`src/rtl/queue_uart_tx.sv`:
```
// 8N1 UART transmitter that drains bytes from an upstream queue.
// One pop per frame; all outputs are registered so tx_o never glitches.
module queue_uart_tx #(
    parameter int unsigned CLKS_PER_BIT = 16
) (
    input  logic       Clk_i,
    input  logic       Rst_i,
    input  logic       En_i,
    input  logic       q_empty_i,
    input  logic [7:0] q_data_i,
    output logic       q_en_o,
    output logic       q_rw_o,
    output logic       tx_o,
    output logic       busy_o,
    output logic       done_o
);

    typedef enum logic [2:0] {IDLE, POP, START, DATA, STOP} state_t;

    localparam logic [15:0] LAST_CNT = 16'(CLKS_PER_BIT - 1);
    localparam logic [15:0] DONE_CNT = 16'(CLKS_PER_BIT - 2);

    state_t      state_q;
    logic [15:0] baud_q;
    logic [2:0]  bit_q;
    logic [7:0]  shreg_q;
    logic        tx_q;
    logic        q_en_q;
    logic        busy_q;
    logic        done_q;

    assign q_rw_o = 1'b0;
    assign q_en_o = q_en_q;
    assign tx_o   = tx_q;
    assign busy_o = busy_q;
    assign done_o = done_q;

    always_ff @(posedge Clk_i) begin
        if (Rst_i) begin
            state_q <= IDLE;
            baud_q  <= '0;
            bit_q   <= '0;
            shreg_q <= '0;
            tx_q    <= 1'b1;
            q_en_q  <= 1'b0;
            busy_q  <= 1'b0;
            done_q  <= 1'b0;
        end else begin
            q_en_q <= 1'b0;
            done_q <= 1'b0;
            case (state_q)
                IDLE: begin
                    tx_q   <= 1'b1;
                    busy_q <= 1'b0;
                    baud_q <= '0;
                    if (En_i && !q_empty_i) begin
                        state_q <= POP;
                        q_en_q  <= 1'b1;
                        busy_q  <= 1'b1;
                    end
                end
                POP: begin
                    // q_data_i is valid while the pop strobe is high
                    shreg_q <= q_data_i;
                    state_q <= START;
                    tx_q    <= 1'b0;
                    baud_q  <= '0;
                end
                START: begin
                    if (baud_q == LAST_CNT) begin
                        baud_q  <= '0;
                        bit_q   <= '0;
                        state_q <= DATA;
                        tx_q    <= shreg_q[0];
                    end else begin
                        baud_q <= baud_q + 16'd1;
                    end
                end
                DATA: begin
                    if (baud_q == LAST_CNT) begin
                        baud_q  <= '0;
                        shreg_q <= {1'b0, shreg_q[7:1]};
                        if (bit_q == 3'd7) begin
                            state_q <= STOP;
                            tx_q    <= 1'b1;
                        end else begin
                            bit_q <= bit_q + 3'd1;
                            tx_q  <= shreg_q[1];
                        end
                    end else begin
                        baud_q <= baud_q + 16'd1;
                    end
                end
                STOP: begin
                    // done_o is registered, so raise it one count early
                    done_q <= (baud_q == DONE_CNT);
                    if (baud_q == LAST_CNT) begin
                        baud_q  <= '0;
                        state_q <= IDLE;
                        busy_q  <= 1'b0;
                    end else begin
                        baud_q <= baud_q + 16'd1;
                    end
                end
                default: begin
                    state_q <= IDLE;
                    tx_q    <= 1'b1;
                    busy_q  <= 1'b0;
                end
            endcase
        end
    end

endmodule

```
`config.mk`:
```
export PLATFORM = sky130hd
export DESIGN_NAME = queue_uart_tx
export DESIGN_NICKNAME = d
export VERILOG_FILES = /design/src/rtl/queue_uart_tx.sv
export SDC_FILE = /design/constraint.sdc
export NUM_CORES = 1
export LEC_CHECK = 0
export CAP_MARGIN = 10
export CORE_ASPECT_RATIO = 0.9
export CORE_MARGIN = 2
export CORE_UTILIZATION = 40
export CTS_CLUSTER_DIAMETER = 50
export DETAILED_ROUTE_END_ITERATION = 10
export GPL_ROUTABILITY_DRIVEN = 0
export SETUP_SLACK_MARGIN = 0.05
export SLEW_MARGIN = 20
export SYNTH_ARGS = -nofsm -noshare
export SYNTH_HDL_FRONTEND = slang
export SYNTH_SLANG_ARGS = --single-unit
```
`constraint.sdc`:
```
create_clock -name Clk_i -period 6.5 [get_ports Clk_i]
set_input_delay 0.975 -clock Clk_i [delete_from_list [all_inputs] [get_ports Clk_i]]
set_output_delay 0.975 -clock Clk_i [all_outputs]
set_load 0.1 [all_outputs]
```
==> flow_summary.ini, run 1 <==
[run_status]
outcome = finished clean

[sta]
relSlewSlack_pct = 35.4
setup_tns_ns = 0
hold_viol_final = 0
finClkSkew_ns = 0.00779
fmax_ghz = 0.367
tightest_slew_ns = 0.966
fin_ws_ns = 3.77
finalMaxSlewViolations = 0
holdWs_ns = 0.462
fin_crit_sh_pct = 41.9
min_period_ns = 2.73
setup_viol = 0
rsz0062_at_grt = no

[logic_synthesis]
yosysMostFrequentCell = dfxtp_1
postSynth.asyncResetShare_pct = 0
syn_avg_cell_area_um2 = 8.20
syn_inst = 227
synth_edf_count = 0
yosys.area.top_type = dfxtp_1
ys_ff_latch = 34
synth_commonest_cells = dfxtp_1 (34), nand2_1 (22), a21oi_1 (20)
synthFlopType = dfxtp_1
syn_nets = 243
yosysTopAreaCellShare_pct = 36.6
synth_top_cells_by_area = dfxtp_1 (37%), a21oi_1 (5.4%), nand4_1 (5.0%), nand2_1 (4.4%), mux2i_1 (4.3%)
synth.yosys.seq_area_share_pct = 36.6
synth_cell_types = 37
synth_warnings = 0
syn-cell-area_um2 = 1860

[clock_network]
clk_path_buf_depth = 2
cts_root_buffer = clkbuf_8
clock_latency_ns = 0.29
cts_resized = 0
postCtsSetupBuffers = 0
htree_levels = 2
clk_pin_slew_worst_paths_ns = 0.07
cts_tree = built
cts_buffers = 5
clock_sinks = 34
postCtsHoldBufs = 0

[worst_setup_path]
slowest_delay_ns = 1.13
path_cells = clkdlybuf4s50_1
worstSetupStartpointType = register
cp_max_fo = 2
path_class = register to output port
reg2reg_depth = 4
cp_top_family = buffers and inverters
arrival_ns = 1.75
slowest_stage = clkdlybuf4s50_1
required_ns = 5.52
crit_cells = 1
cp_num_buf_inv = 1
critPathCaptureType = output port

[global_route]
grt_overflow = 0
grt.total_usage_pct = 17.8
grt_pass1_wl_mm = 7.00
antenna_found_initial = 0
grt_max_degree = 39
grt_pass1_vias = 1425

[drt]
avgRoutedWirePerCell_um = 14.2
vias_per_cell = 5.63
drc = 0
drt_iter0_drc = 156
dr_total_vias = 1672
ant_nets = 0
wirelength_mm = 4.22
dr.pass1.iters = 8

[floorplan]
die-area_um2 = 5210
initial_core_util_pct = 41.7
core_um2 = 4460
num_io_pins = 17
die_w_um = 75.9
row_count = 23
die_y_um = 68.7

[pwr]
ir_drop_v = 0.000135
powerDensity_nw_per_um2 = 208
finalPower_uw = 441
leakagePower_nw = 0.732

[finish]
n_antenna_cell = 0
fill_cells = 454
stdcell_area_um2 = 2120
finalNonFillerCells = 297
fin_util_pct = 47.6
area_growth_pct = 14.1
nets = 250
drive_above_1_share_pct = 5.53

[place]
io_buffers = 15
pre_cts_ws_ns = 4.06
placed_area_um2 = 2030
post-dp-hpwl_mm = 2.78
post-place-cells = 289

[hold_path]
hold_path_class = register to register
holdPathStages = 2

[flow_run]
maxCapViolCount = 0
-- final timing paths --
path                                              from               endpoint  slack, ns
worst max-delay path                 tx_o$_SDFFE_PP1P_                   tx_o       3.77
worst min-delay path               busy_o$_SDFFE_PP0P_    busy_o$_SDFFE_PP0P_       0.46
worst max register to register  baud_q[5]$_SDFFE_PP0P_  bit_q[0]$_SDFFE_PP0P_       4.01
worst min register to register     busy_o$_SDFFE_PP0P_    busy_o$_SDFFE_PP0P_       0.46
-- logic make-up after synthesis --
group	synth area share (%)
DFF	36.6
and+or+nand+nor	30.7
adders and majority gates	2.69
AOI/OAI and AO/OA	19.7
muxes	4.30
other	0.202
buffers and inverters	5.85
-- placed cells by master, fill, tap and decap left out, types with 3 or more instances in the layout --
cell type,Yosys,layout
dfxtp_1,34,34
nand2_1,22,22
a21oi_1,20,20
nand4_1,15,15
clkdlybuf4s50_1,0,15
nor2_1,12,12
nand3_1,11,11
a31oi_1,11,11
inv_1,8,8
mux2i_1,8,8
a311oi_1,7,7
or4_1,6,6
o21ai_0,6,6
clkbuf_8,0,6
nand4bb_1,5,5
nor3_1,4,4
nor4_1,4,4
ha_1,4,4
and4_1,3,3
nand4b_1,3,3
nor3b_1,3,3
o211ai_1,3,3
buf_4,1,3
-- layer usage --
| metal | vias to the layer above | routed length (um) | track usage [%] |
|---|---|---|---|
| met1 | 764 | 2230 | 26.0 |
| met5 | - | 0 | 0 |
| li1 | 880 | - | - |
| met4 | 0 | 14 | 3.95 |
| met2 | 26 | 1780 | 24.7 |
| met3 | 2 | 192 | 6.54 |
-- registers in the layout, indices dropped and copies added, names as in the netlist --
name / count
baud_q: 16
q_en_o: 1
state_q: 3
tx_o: 1
bit_q: 3
shreg_q: 8
done_o: 1
busy_o: 1
-- power by group --
part / internal (mW) / total, mW / switching (mW)
clock network: 0.0855 / 0.165 / 0.0798
registers: 0.215 / 0.221 / 0.00633
logic: 0.0201 / 0.0545 / 0.0344
total: 0.321 / 0.441 / 0.121
-- final cells by class --
cell class / count / area [um^2] / share of cell area, %
multi-input cells: 167 / 1070 / 50.4
well taps: 62 / 77.6 / 3.65
inverters: 8 / 30.0 / 1.41
flip-flops and latches: 34 / 681 / 32.1
repair buffers: 18 / 173 / 8.13
clock buffers: 7 / 86.3 / 4.07
clock inverters: 1 / 5.00 / 0.236
(Power assumes the default switching activity.)
==> run 2, diff against run 1 <==
Clock period 6.5 ns to 2.5 ns, I/O delays scaled along.
==> flow_summary.ini, run 2 (synthesized netlist as in run 1, its figures left out) <==
[run_status]
outcome = finished clean

[worst_setup_path]
cp_top_family = simple AND/OR/NAND/NOR gates
startpoint = baud_q[5]$_SDFFE_PP0P_
cp_num_buf_inv = 0
r2r_end = bit_q[0]$_SDFFE_PP0P_
reg2reg_from = baud_q[5]$_SDFFE_PP0P_
arrival_ns = 2.54
slowest_delay_ns = 0.64
path_class = register to register
rrSetupSlack_ns = 0.18
required_ns = 2.72
reg2reg_depth = 4
path_common_cell = or4_4
worstSetupStartpointType = register
slowest_stage = or4_4
cp_max_fo = 14
critPathCaptureType = register
path_cells = or4_4 -> or4_4 -> or4_1 -> a21oi_1

[global_route]
grt_overflow = 0
grt_max_degree = 30
antenna_found_initial = 0
grt_pass1_wl_mm = 6.69
grt_pass1_vias = 1388
grt.total_usage_pct = 17.1

[sta]
setup_tns_ns = 0
fmax_ghz = 0.432
hold_viol_final = 0
setup_viol = 0
rsz0062_at_grt = no
finalMaxSlewViolations = 0
min_period_ns = 2.32
holdWs_ns = 0.465
finClkSkew_ns = 0.00960
fin_crit_sh_pct = 92.7

[drt]
dr.pass1.iters = 4
vias_per_cell = 5.76
ant_nets = 0
dr_total_vias = 1751
avgRoutedWirePerCell_um = 13.7
drt_iter0_drc = 159
wirelength_mm = 4.18
drc = 0

[hold_path]
whs_endpoint = busy_o$_SDFFE_PP0P_
hold_path_class = register to register
holdCritStartpoint = busy_o$_SDFFE_PP0P_
holdPathStages = 2

[clock_network]
cts_root_buffer = clkbuf_8
postCtsSetupBuffers = 0
postCtsHoldBufs = 0
htree_levels = 2
clk_path_buf_depth = 2
cts_tree = built
clock_latency_ns = 0.29
cts_buffers = 5
clk_pin_slew_worst_paths_ns = 0.07
cts_resized = 0
clock_sinks = 34

[floorplan]
num_io_pins = 17
die-area_um2 = 5210
core_um2 = 4460
die_w_um = 75.9
initial_core_util_pct = 41.7
row_count = 23
die_y_um = 68.7

[pwr]
swShare_pct = 26.6
p_sw_uw = 303
leakagePower_nw = 0.774
powerDensity_nw_per_um2 = 526
clock_power_share_pct = 36.7
seq_power_share_pct = 50.1
ir_drop_v = 0.000245
intPower_uw = 837
comb_power_share_pct = 13.2

[finish]
finalNonFillerCells = 304
layout_common_cells = dfxtp_1 (34), nand2_1 (22), a21oi_1 (20)
regMostFlops = baud_q
area_growth_pct = 16.4
reg_top3 = baud_q x16, shreg_q x8
nets = 257
drive_above_1_share_pct = 9.92
fill_cells = 452
n_antenna_cell = 0
stdcell_area_um2 = 2170
final_common_cell = dfxtp_1
largest_register_ffs = 16

[place]
io_buffers = 15
placed_area_um2 = 2070
post-dp-hpwl_mm = 2.83
post-place-cells = 296

[flow_run]
maxCapViolCount = 0
run 2: worst reg2reg max path: stages, from the launching register on:
cell and delay [ns]:
dfxtp_1 0.37, or4_4 0.57, or4_4 0.64, or4_1 0.53, a21oi_1 0.14
run 2: power by group through the flow:
stage	Clock (mW)	Sequential, mW	Combinational [mW]
CTS	0.433	0.571	0.151
detailed placement	0	0.584	0.150
global placement	0	0.584	0.150
floorplan	0	0.602	0.0830
global route	0.455	0.574	0.163
finish	0.419	0.571	0.150
run 2: worst max path at each step:
stage	slack [ns]	to	cells past startpoint
finish	0.18	bit_q[0]$_SDFFE_PP0P_	4
detailed placement	0.21	bit_q[0]$_SDFFE_PP0P_	4
global placement	0.21	bit_q[0]$_SDFFE_PP0P_	4
CTS	0.19	bit_q[0]$_SDFFE_PP0P_	4
global route	0.12	bit_q[0]$_SDFFE_PP0P_	4
floorplan	0.23	bit_q[0]$_SDFFE_PP0P_	5
run 2: cell type report:
type                       instances  area [um^2]  area share (%)
clock inverter                     1         5.00           0.231
sequential                        34          681            31.4
inverter                           8         30.0            1.39
tap                               62         77.6            3.58
clock buffer                       7         86.3            3.99
timing repair buffer              25          215            9.94
multi-input combinational        167         1070            49.5
run 2: layer usage:
layer / vias to the layer above / part of all wire (%) / GRT usage (%) / routed length [um]
li1: 897 / - / - / -
met1: 813 / 51 / 23.9 / 2120
met2: 34 / 44 / 25.2 / 1830
met3: 7 / 3.9 / 4.36 / 162
met4: 0 / 1.3 / 5.92 / 55
met5: - / 0 / 0 / 0
run 2: metrics by stage:
stage          setup WS, ns  total power [mW]  utilization, %
2_1_floorplan         0.230             0.685               -
3_3_place_gp          0.210             0.733            46.5
3_5_place_dp          0.208             0.734            46.5
4_1_cts               0.187              1.15            48.6
5_1_grt               0.123              1.19            48.6
6_report              0.183              1.14            48.6
